==> src/rtl/instr_encoder.sv <==
// instr_encoder: packs a mnemonic plus register/immediate fields into a 32-bit MIPS-style word
// and streams the words into instruction memory at consecutive word addresses.
// Latency: write strobe two cycles after the accept cycle; one instruction per 3 cycles.
// Backpressure: in_ready only in IDLE with finish/clear low; FULL and DONE hold in_ready low.
// Optional feature: define INSTR_ENCODER_NOP_PAD_EN to fill the rest of memory with NOPs on finish.
//
// Ports:
//   clk, rst              rising-edge clock, synchronous active-high reset
//   in_valid / in_ready   instruction-field handshake
//   op_sel                mnemonic (0 ADD .. 6 SLT, 7 LW, 8 SW, 9 BEQ, 10 J, 11 ADDI .. 15 SLTI)
//   rs, rt, rd            register fields
//   imm, target           I-type immediate, J-type target
//   finish, clear         end-of-program request, synchronous restart to address 0
//   imem_we/addr/wdata    instruction-memory write port
//   count                 words written so far (reaches 2^ADDR_W when memory is full)
//   full, done            status flags
module instr_encoder #(
    parameter int ADDR_W = 6
) (
    input  logic              clk,
    input  logic              rst,
    input  logic              in_valid,
    output logic              in_ready,
    input  logic [3:0]        op_sel,
    input  logic [4:0]        rs,
    input  logic [4:0]        rt,
    input  logic [4:0]        rd,
    input  logic [15:0]       imm,
    input  logic [25:0]       target,
    input  logic              finish,
    input  logic              clear,
    output logic              imem_we,
    output logic [ADDR_W-1:0] imem_addr,
    output logic [31:0]       imem_wdata,
    output logic [ADDR_W:0]   count,
    output logic              full,
    output logic              done
);

    typedef enum logic [2:0] {
        IDLE,
        ENCODE,
        WRITE,
`ifdef INSTR_ENCODER_NOP_PAD_EN
        PAD,
`endif
        FULL,
        DONE
    } state_t;

    state_t state;
    state_t state_nxt;

    logic [3:0]  op_q;
    logic [4:0]  rs_q;
    logic [4:0]  rt_q;
    logic [4:0]  rd_q;
    logic [15:0] imm_q;
    logic [25:0] target_q;

    logic wr;
    logic last;
    logic accept;

    // Word assembly; fields that a format does not use are simply not placed.
    function automatic logic [31:0] encode(
        input logic [3:0]  op,
        input logic [4:0]  f_rs,
        input logic [4:0]  f_rt,
        input logic [4:0]  f_rd,
        input logic [15:0] f_imm,
        input logic [25:0] f_target
    );
        logic [31:0] word;
        word = 32'h0;
        case (op)
            4'd0:    word = {6'h00, f_rs, f_rt, f_rd, 5'h00, 6'h20};
            4'd1:    word = {6'h00, f_rs, f_rt, f_rd, 5'h00, 6'h22};
            4'd2:    word = {6'h00, f_rs, f_rt, f_rd, 5'h00, 6'h24};
            4'd3:    word = {6'h00, f_rs, f_rt, f_rd, 5'h00, 6'h25};
            4'd4:    word = {6'h00, f_rs, f_rt, f_rd, 5'h00, 6'h26};
            4'd5:    word = {6'h00, f_rs, f_rt, f_rd, 5'h00, 6'h27};
            4'd6:    word = {6'h00, f_rs, f_rt, f_rd, 5'h00, 6'h2A};
            4'd7:    word = {6'h23, f_rs, f_rt, f_imm};
            4'd8:    word = {6'h2B, f_rs, f_rt, f_imm};
            4'd9:    word = {6'h04, f_rs, f_rt, f_imm};
            4'd10:   word = {6'h02, f_target};
            4'd11:   word = {6'h08, f_rs, f_rt, f_imm};
            4'd12:   word = {6'h0C, f_rs, f_rt, f_imm};
            4'd13:   word = {6'h0D, f_rs, f_rt, f_imm};
            4'd14:   word = {6'h0E, f_rs, f_rt, f_imm};
            default: word = {6'h0A, f_rs, f_rt, f_imm};
        endcase
        return word;
    endfunction

    // finish and clear both block acceptance so the fields of a finishing cycle are dropped.
    assign in_ready = (state == IDLE) & ~finish & ~clear;
    assign accept   = in_valid & in_ready;
    assign last     = (imem_addr == {ADDR_W{1'b1}});

    // clear aborts an in-flight write in the same cycle, so the strobe is gated combinationally.
    assign imem_we  = wr & ~rst;

    always_ff @(posedge clk) begin
        if (rst) begin
            state <= IDLE;
        end else begin
            state <= state_nxt;
        end
    end

    always_comb begin
        state_nxt = state;
        wr        = 1'b0;
        case (state)
            IDLE: begin
                if (finish) begin
`ifdef INSTR_ENCODER_NOP_PAD_EN
                    state_nxt = PAD;
`else
                    state_nxt = DONE;
`endif
                end else if (in_valid) begin
                    state_nxt = ENCODE;
                end
            end
            ENCODE: state_nxt = WRITE;
            WRITE: begin
                wr        = 1'b1;
                state_nxt = last ? FULL : IDLE;
            end
`ifdef INSTR_ENCODER_NOP_PAD_EN
            PAD: begin
                wr = 1'b1;
                if (last) begin
                    state_nxt = DONE;
                end
            end
`endif
            FULL: begin
                if (finish) begin
                    state_nxt = DONE;
                end
            end
            DONE:    state_nxt = DONE;
            default: state_nxt = IDLE;
        endcase
        if (clear) begin
            state_nxt = IDLE;
            wr        = 1'b0;
        end
    end

    always_ff @(posedge clk) begin
        if (rst) begin
            op_q       <= '0;
            rs_q       <= '0;
            rt_q       <= '0;
            rd_q       <= '0;
            imm_q      <= '0;
            target_q   <= '0;
            imem_wdata <= '0;
            imem_addr  <= '0;
            count      <= '0;
            full       <= 1'b0;
            done       <= 1'b0;
        end else begin
            if (accept) begin
                op_q     <= op_sel;
                rs_q     <= rs;
                rt_q     <= rt;
                rd_q     <= rd;
                imm_q    <= imm;
                target_q <= target;
            end
            if (state == ENCODE) begin
                imem_wdata <= encode(op_q, rs_q, rt_q, rd_q, imm_q, target_q);
            end
`ifdef INSTR_ENCODER_NOP_PAD_EN
            // Padding reuses the write path with an all-zero (NOP) word.
            if (state_nxt == PAD) begin
                imem_wdata <= '0;
            end
`endif
            if (clear) begin
                imem_addr <= '0;
                count     <= '0;
                full      <= 1'b0;
            end else if (wr) begin
                // Address rolls to 0 on the last slot, but FULL/DONE stop further writes.
                imem_addr <= imem_addr + {{(ADDR_W-1){1'b0}}, 1'b1};
                count     <= count + {{ADDR_W{1'b0}}, 1'b1};
                if (last) begin
                    full <= 1'b1;
                end
            end
            done <= (state_nxt == DONE);
        end
    end

endmodule

==> config.mk <==
export PLATFORM = sky130hd
export DESIGN_NAME = instr_encoder
export DESIGN_NICKNAME = d
export VERILOG_FILES = /design/src/rtl/instr_encoder.sv
export SDC_FILE = /design/constraint.sdc
export NUM_CORES = 1
export LEC_CHECK = 0
export CORE_MARGIN = 8
export CORE_UTILIZATION = 49
export DETAILED_ROUTE_END_ITERATION = 7
export PLACE_DENSITY = 0.8
export SYNTH_ARGS = -nofsm -noshare
export SYNTH_HDL_FRONTEND = slang
export SYNTH_SLANG_ARGS = --single-unit
==> constraint.sdc <==
create_clock -name clk -period 2 [get_ports clk]
set_clock_uncertainty 0.1 [all_clocks]
set_input_delay 0.2 -clock clk [delete_from_list [all_inputs] [get_ports clk]]
set_output_delay 0.2 -clock clk [all_outputs]
set_load 0.03 [all_outputs]
==> qor.txt, run 1 <==
Status - finished clean
Endpoints failing hold - 0
Met3 GRT Util - 5.25%
Main combinational cell family by area after synthesis - simple AND/OR/NAND/NOR gates
Hold Buf Count CTS - 0
Avg WL per Cell - 15.8 um
Total power draw - 4010 uW
Gr busiest metal - met2
Count leader, synth - nand2_1
Post-Synth XOR/XNOR Area - 2.53%
Unrepaired setup endpoints after global routing - no
Area leader, netlist - dfxtp_1
CTS clk-pin slew, worst paths - 0.11 ns
Final slew viol count - 0
Synth top cells by count - nand2_1 (150), dfxtp_1 (110), a21oi_1 (72), nor2_1 (47), clkbuf_1 (30)
Placed cells - 753
Latest clock arrival within the worst-skew pair - 0.36 ns
DRT Pass-1 Iters - 5
CP Class - reg2out
DP Area - 5740 um2
Core Area - 9060 um2
Final ANT Viol Nets - 0
Port-buffer cells - 113
Clock buffer count from CTS - 9
CP bufs+invs - 1
Sequential area share after synthesis - 48.9%
Initial antenna violation count - 0
Number of global-route vias before repair - 4028
CTS Root Cell - clkbuf_8
Area grow syn2layout - 32.8%
Vias per cell - 5.44
GRT Overall Usage - 18.8%
Largest net degree at the start of global routing - 53
Final setup viols - 0
CP top delay family - simple AND/OR/NAND/NOR gates
CP arrival - 1.58 ns
Core Rows - 35
Finished Layout Cells - 772
Min Tclk post-route - 1.88 ns
FMAX - 532 MHz
Cell count after synthesis - 553
Layout cells sized above 1 - 8.17%
Crit-path max FO - 10
Filler cells - 791
Routed WL - 12200 um
Detailed Route Iter0 Violations - 211
CP startpoint kind - register
Mapped cell area - 4500 um2
Worst-path cell chain - or4_4 > nor2_1 > buf_4
Peak supply drop - 0.433 mV
Max Cap Viol - 0
Post-synth ARST share - 0%
Total gr overflow - 0
Leak - 0.00199 uW
Power per cell area - 671 nW/um2
Clk sink count - 110
Drt drc - 0
# nets final - 724
Mux contribution to synthesized area - 0.445%
First-pass GRT wire length - 19600 um
Met1 usage - 23.6%
Crit path largest cell delay - 0.55 ns
Final period util - 94.0%
CTS Buffer Depth - 2
Slew HR - 66.0%
Req. time, crit path - 1.70 ns
M2 GR Usage - 30.8%
Area of the die - 12500 um2
Crit-path slowest cell - or4_4
Ys flop type - dfxtp_1
Post-layout util - 65.9%
CP Capture Type - primary output
Via Count - 4203
Hpwl dp - 8560 um
TritonCTS clock tree - yes
Syn Area/Cell - 8.14 um2
Final non-filler cell area - 5980 um2
Synth Area in Adders - 0.556%
Post-synthesis register bit count - 110
Yosys Warn Count - 0
Synth Area in Simple Gates - 23.5%
Chip width - 112 um
# diodes - 0
RD Place Congestion - 0.829
Synth Net Count - 621
Die Ht - 112 um
TNS Setup - 0 ns
IO Pins - 115
Worst Max-Slew Pin Slew - 0.509 ns
EDFF count, synth - 0
Hold Path Class - in2reg
Top-area cell type share of the netlist area - 48.9%
Area contributors post-synth - dfxtp_1 (49%), nand2_1 (13%), a21oi_1 (8.0%), nor2_1 (3.9%), clkbuf_1 (2.5%)
Compound-cell area share of the yosys netlist - 18.4%
Initial core utilization - 49.7%
Yosys cell types - 45
H-Tree Depth - 3
==> metrics by stage <==
stage / hold WS [ns] / worst slack [ns]
after floorplan: 0.236 / 0.138
after global placement: 0.338 / 0.00552
after detailed placement: 0.344 / -0.0157
after CTS: 0.183 / 0.0496
after global routing: 0.200 / 0.0553
final: 0.190 / 0.121
==> final cells by class <==
class	instances	area [um2]	share of cell area, %
Sequential cell	110	2200	36.9
Tap cell	111	139	2.32
Clock inverter	6	45.0	0.753
Timing Repair Buffer	138	1370	23.0
Multi-Input combinational cell	393	2060	34.5
Inverter	4	15.0	0.251
Clock buffer	10	138	2.30
==> per-layer routing <==
layer / vias up / part of all wire, %
met3: 13 / 6.2
met4: 0 / 1.1
met1: 1971 / 44
met2: 121 / 49
li1: 2098 / -
met5: - / 0
==> placed cells by master (no fill, tap or decap), drive strengths merged, types with 12 or more instances in the layout <==
cell,netlist,final
nor2,47,47
buf,16,27
a21oi,72,72
o21ai,13,13
clkdlybuf4s50,0,110
nand2,150,150
a311oi,12,12
dfxtp,110,110
==> kinds of logic after synthesis <==
group / count (synthesis)
compound gates: 133
buf+inv: 50
xor+xnor: 13
flops: 110
fa+ha+maj: 2
simple gates: 242
mux: 2
other cells: 1
==> state kept, by name, indices dropped and copies added (netlist names), 3 cells and up <==
register    flops
imem_wdata     31
rt_q            5
op_q            4
rd_q            5
rs_q            5
imem_addr       6
imm_q          16
state           3
count           7
target_q       26
==> worst reg2reg max path, stage by stage (launching register included) <==
cell,delay (ns)
dfxtp_2,0.39
or4_4,0.56
nor3b_4,0.20
buf_4,0.16
buf_12,0.16
nand2_1,0.07
a21oi_1,0.14
==> report_power, final <==
| group | switching [uW] | total [uW] | leakage [uW] | internal [uW] |
|---|---|---|---|---|
| combinational | 231 | 466 | 0.00101 | 235 |
| clock | 763 | 1260 | 0.0000853 | 495 |
| sequential | 37.5 | 2290 | 0.000892 | 2250 |
==> path summary, 6_finish.rpt <==
check | from | to | slack, ns | cells past startpoint
worst max-delay path | state[1] | in_ready | 0.12 | 3
worst min-delay path | rst | target_q[25] | 0.19 | 2
worst max register to register | state[1] | target_q[17] | 0.15 | 6
worst min register to register | imm_q[6] | imm_q[6] | 0.36 | 2
==> timing repair <==
action | CTS | global route
setup buffers | 0 | 2
cloned | 0 | 1
setup endpoints to repair | 1 | 53
pin swaps | 0 | 1
resized for setup | 1 | 3
Power figures use the tool's default switching activity.
==> inputs of run 2 (changes only) <==
Settings changed: CORE_UTILIZATION 49 to 50, DONT_BUFFER_PORTS from default to 1, PLACE_DENSITY 0.8 to default, SKIP_LAST_GASP from default to 1.
==> qor.txt, run 2 (synthesized netlist as in run 1, its figures left out) <==
Status - finished, violations left
Failing checks - hold timing
# diodes - 0
Biggest registers after layout - imem_wdata: 31 flops, target_q: 26 flops, imm_q: 16 flops
Vias per cell - 5.67
Via Count - 3777
Area grow syn2layout - 9.92%
Hpwl dp - 7590 um
CP Capture Type - primary output
Hold Slack - -0.210 ns
CP top delay family - simple AND/OR/NAND/NOR gates
Routed WL - 11400 um
Avg WL per Cell - 17.2 um
Min Tclk post-route - 1.88 ns
CP arrival - 1.58 ns
First-pass GRT wire length - 18000 um
Total gr overflow - 0
Final period util - 93.9%
DRT Pass-1 Iters - 4
Setup bufs post-CTS - 0
Area occupied by multi-input gates - 2060 um2
Final non-filler cell area - 4950 um2
H-Tree Depth - 3
Most common cell after layout, fill and taps aside - nand2_1
Commonest non-fill, non-tap cells in the layout - nand2_1 (150), dfxtp_1 (109), a21oi_1 (72), nor2_1 (47), buf_4 (28)
Filler cells - 847
Endpoints failing hold - 92
Worst-path cell chain - or4_4 > nor2_1 > buf_4
Latest clock arrival within the worst-skew pair - 0.37 ns
Largest net degree at the start of global routing - 100
Chip width - 111 um
Drt drc - 0
CP bufs+invs - 1
CTS Buffer Depth - 2
Crit-path max FO - 4
Unrepaired setup endpoints after global routing - no
Clock buffer count from CTS - 9
Finished Layout Cells - 666
Core Area - 8720 um2
Core Rows - 34
Crit path largest cell delay - 0.56 ns
CP startpoint kind - register
IO Pins - 115
Final ANT Viol Nets - 0
Total power draw - 3950 uW
Leak - 0.00163 uW
Detailed Route Iter0 Violations - 225
Crit-path slowest cell - or4_4
CTS clk-pin slew, worst paths - 0.11 ns
Port-buffer cells - 0
Final setup viols - 0
Power per cell area - 799 nW/um2
Number of global-route vias before repair - 3503
CP Class - reg2out
Area of the die - 12300 um2
RD Place Congestion - 0.789
Final slew viol count - 0
Die Ht - 111 um
DP Area - 4680 um2
FMAX - 532 MHz
TritonCTS clock tree - yes
Hold Path Class - in2reg
GRT Overall Usage - 17.4%
Layout cells sized above 1 - 10.2%
Most flop-heavy register - imem_wdata
Placed cells - 646
Clk sink count - 110
Initial antenna violation count - 0
Peak supply drop - 0.394 mV
# nets final - 621
Max reg flops - 31
Max Cap Viol - 0
Initial core utilization - 51.6%
Reg area - 2200 um2
Req. time, crit path - 1.70 ns
TNS Setup - 0 ns
CTS Root Cell - clkbuf_8
[run 2: path summary, 6_finish.rpt]
check,startpoint,end,slack (ns),depth (start not counted)
min,rst,rt_q[0],-0.21,1
max,state[2],in_ready,0.12,3
min reg2reg,rt_q[1],rt_q[1],0.36,2
max reg2reg,state[2],target_q[14],0.13,5
[run 2: what timing repair did]
action                                  in CTS  in global routing
hold buffers                                 2                  1
gates resized for setup                      0                  2
endpoints found under the hold margin       95                 92
endpoints found under the setup margin       0                  3
[run 2: worst register-to-register path, cell delays in order, from the launching register on]
cell       delay [ns]
dfxtp_1          0.35
or4_4            0.56
nor3b_4          0.33
clkbuf_16        0.28
nand2_1          0.08
a21oi_1          0.12
[run 2: through the flow]
step	hold slack [ns]	utilization, %	worst slack, ns
2_1_floorplan	0.236	-	0.138
3_3_place_gp	0.178	53.7	0.194
3_5_place_dp	0.181	53.7	0.159
4_1_cts	-0.226	56.3	0.0563
5_1_grt	-0.227	56.7	0.0174
6_report	-0.210	56.7	0.122
[run 2: final cells by class]
class / count / share of cell area (%)
Clock buffer: 10 / 2.58
Clock inverter: 6 / 1.57
Inverter: 4 / 0.303
Multi-Input combinational cell: 393 / 41.7
Sequential cell: 110 / 44.5
Tap cell: 108 / 2.73
Timing Repair Buffer: 35 / 6.57
[run 2: routing by layer]
metal / global-route usage, % / part of all wire (%)
met5: 0 / 0
met4: 5.50 / 1.0
met3: 5.03 / 7.0
met2: 27.0 / 46
met1: 22.7 / 46
[run 2: where the power goes]
| group | internal [uW] | leakage [uW] | total [uW] | switching [uW] |
|---|---|---|---|---|
| combinational | 93.9 | 0.000639 | 224 | 130 |
| sequential | 2250 | 0.000892 | 2330 | 78.1 |
| clock | 607 | 0.000101 | 1400 | 795 |
==> variant (config.mk and constraints of run 2) <==
Build with the macro `INSTR_ENCODER_NOP_PAD_EN` defined.
--- a/src/rtl/instr_encoder.sv
+++ b/src/rtl/instr_encoder.sv
@@ -14,6 +14,8 @@
 //   imem_we/addr/wdata    instruction-memory write port
 //   count                 words written so far (reaches 2^ADDR_W when memory is full)
 //   full, done            status flags
+`define INSTR_ENCODER_NOP_PAD_EN
+
 module instr_encoder #(
     parameter int ADDR_W = 6
 ) (
Formal check against the unedited RTL: not equivalent (a bounded check fails within 4 cycles, from zero or initial values and one cycle with rst high).
==> variant against run 2 <==
The flow still finishes with violations (hold timing). Final cell count shrank 2.6%. Critical path depth grew 1. Design area grew 1.5%. Worst hold slack gained 36 ps. Synthesized area grew 1.2%. Largest cell class unchanged. Register-to-register slack lost 30 ps. Sequential cell count is the same. Critical path type is now reg2reg. Global-route usage is essentially flat. Total power shrank 1.0%. Wire length shrank 2.5%. Utilization shrank 1.1 points. Setup slack lost 27 ps.
==> variant: results (changes against run 2) <==
CTS buffer count = 9 (unchanged)
H-tree depth = 3 (unchanged)
max-slew violations = 0 (unchanged)
R2R cell count = 4 (-1)
syn_area_per_cell = 8.483 um2 (+4.2%)
first-pass GRT wire length = 17950 um (-0.50%)
Tmin final = 1905 ps (+26.61 ps)
Synth cell types = 55 (+22%)
Crit path max-delay family = buffers and inverters
placed cells = 632 (-2.2%)
clock latency on the worst-skew pair = 370 ps (about the same)
Slowest cell on crit path = dlygate4sd3_1
DR iter-0 viols = 201 (-11%)
antenna cells = 0 (unchanged)
CTS root buffer = clkbuf_8
WL per Instance = 17.17 um (+0.10%)
Hold Violations, Final = 92 (unchanged)
nets = 602 (-3.1%)
Post-synth top cells = 138 x nand2_1, 110 x dfxtp_1, 71 x a21oi_1
Data arrival, critical path = 2070 ps (+490 ps)
clk buf depth = 2 (unchanged)
syn nets = 605 (-2.6%)
Fin Hold WS = -174.8 ps (+35.56 ps)
Hold Path Cell Cnt = 1 (unchanged)
antenna violations before repair = 0 (unchanged)
placed cell areas = 4812 um2 (+2.8%)
Routed Wire Length = 11150 um (-2.5%)
post-DP HPWL = 7855 um (+3.5%)
main area contributors after synthesis = dfxtp_1 48%, nand2_1 11%, a21oi_1 7.8%
most common cell after layout, fill and taps aside = nand2_1
Vias/cell = 5.586 (-1.5%)
Reg2Reg Setup Slack = 100 ps (-30 ps)
Synth Flop Type = dfxtp_1
sw power = 1.025 mW (+2.2%)
GP Congestion = 0.7941 (+0.66%)
Max-slew headroom = 0.5623
layout cells sized above 1 = 0.1264 (+0.02424)
vias in the first global route = 3593 (+2.6%)
leakage power = 1.652 nW (+1.2%)
Synth Warn # = 0 (unchanged)
DP Worst Slack = 46.15 ps (-113.0 ps)
register area share after synthesis = 0.4834 (-0.005777)
clk slew on worst S/H paths = 100 ps
CP max FO = 5 (+1)
total track usage = 0.1743 (about the same)
violated checks = hold timing
status = complete, but fails checks
Max VDD drop = 0.3857 mV (-2.2%)
Post-synth EDFFs = 0 (unchanged)
pin count of the biggest net entering global routing = 95 (-5.0%)
-- variant: cell count changes after synthesis, sizes merged, moves of 8 or more --
cell,before,now
nor2,47,33
a311oi,12,1
o21ai,13,2
nor3,11,19
mux2i,2,10
nand2,150,138
a2111oi,1,11
-- variant: final timing paths --
path | start | endpoint
worst min-delay path | rst | imem_wdata[29]
worst min register to register | target_q[25] | target_q[25]
worst max-delay path | state[0] | state[0]
worst max register to register | state[0] | state[0]
-- variant: worst register-to-register path, stage by stage, from the launching register on --
cell and delay, ps:
dfxtp_2 410, mux2_4 330, a221oi_4 330, nor3_1 70
dlygate4sd3_1 560
-- variant: final cells by class --
type | instances | area, um2
clock buffer | 10 | 137.6
tap | 111 | 138.9
clock inverter | 5 | 43.79
multi-input combinational | 377 | 2175
fill | 872 | 4000
sequential | 110 | 2203
timing repair buffer | 32 | 307.8
inverter | 4 | 15.01
-- variant: kinds of logic after synthesis --
group | after synthesis | share of synthesized area
simple gates | 229 | 0.2241
compound gates | 122 | 0.1895
flops | 110 | 0.4834
buf+inv | 50 | 0.04834
xor+xnor | 12 | 0.02307
mux | 11 | 0.02527
fa+ha+maj | 2 | 0.005492
other cells | 1 | 0.0008232
-- variant: routing by layer --
layer  wire (um)  GRT usage
met3        1047    0.06505
met2        5308     0.2892
met4         139    0.06133
met5           0          0
met1        4649     0.2009
-- variant: power by group through the flow --
stage	sequential, mW	clock [mW]	combinational (mW)
2_1_floorplan	2.38	0	0.267
3_3_place_gp	2.40	0	0.308
3_5_place_dp	2.40	0	0.316
4_1_cts	2.35	1.28	0.321
5_1_grt	2.36	1.35	0.355
6_report	2.35	1.24	0.321
-- variant: what timing repair did --
item,4_1_cts,5_1_grt
gates resized for setup,0,3
endpoints found under the hold margin,94,92
endpoints found under the setup margin,0,3
setup buffers,0,0
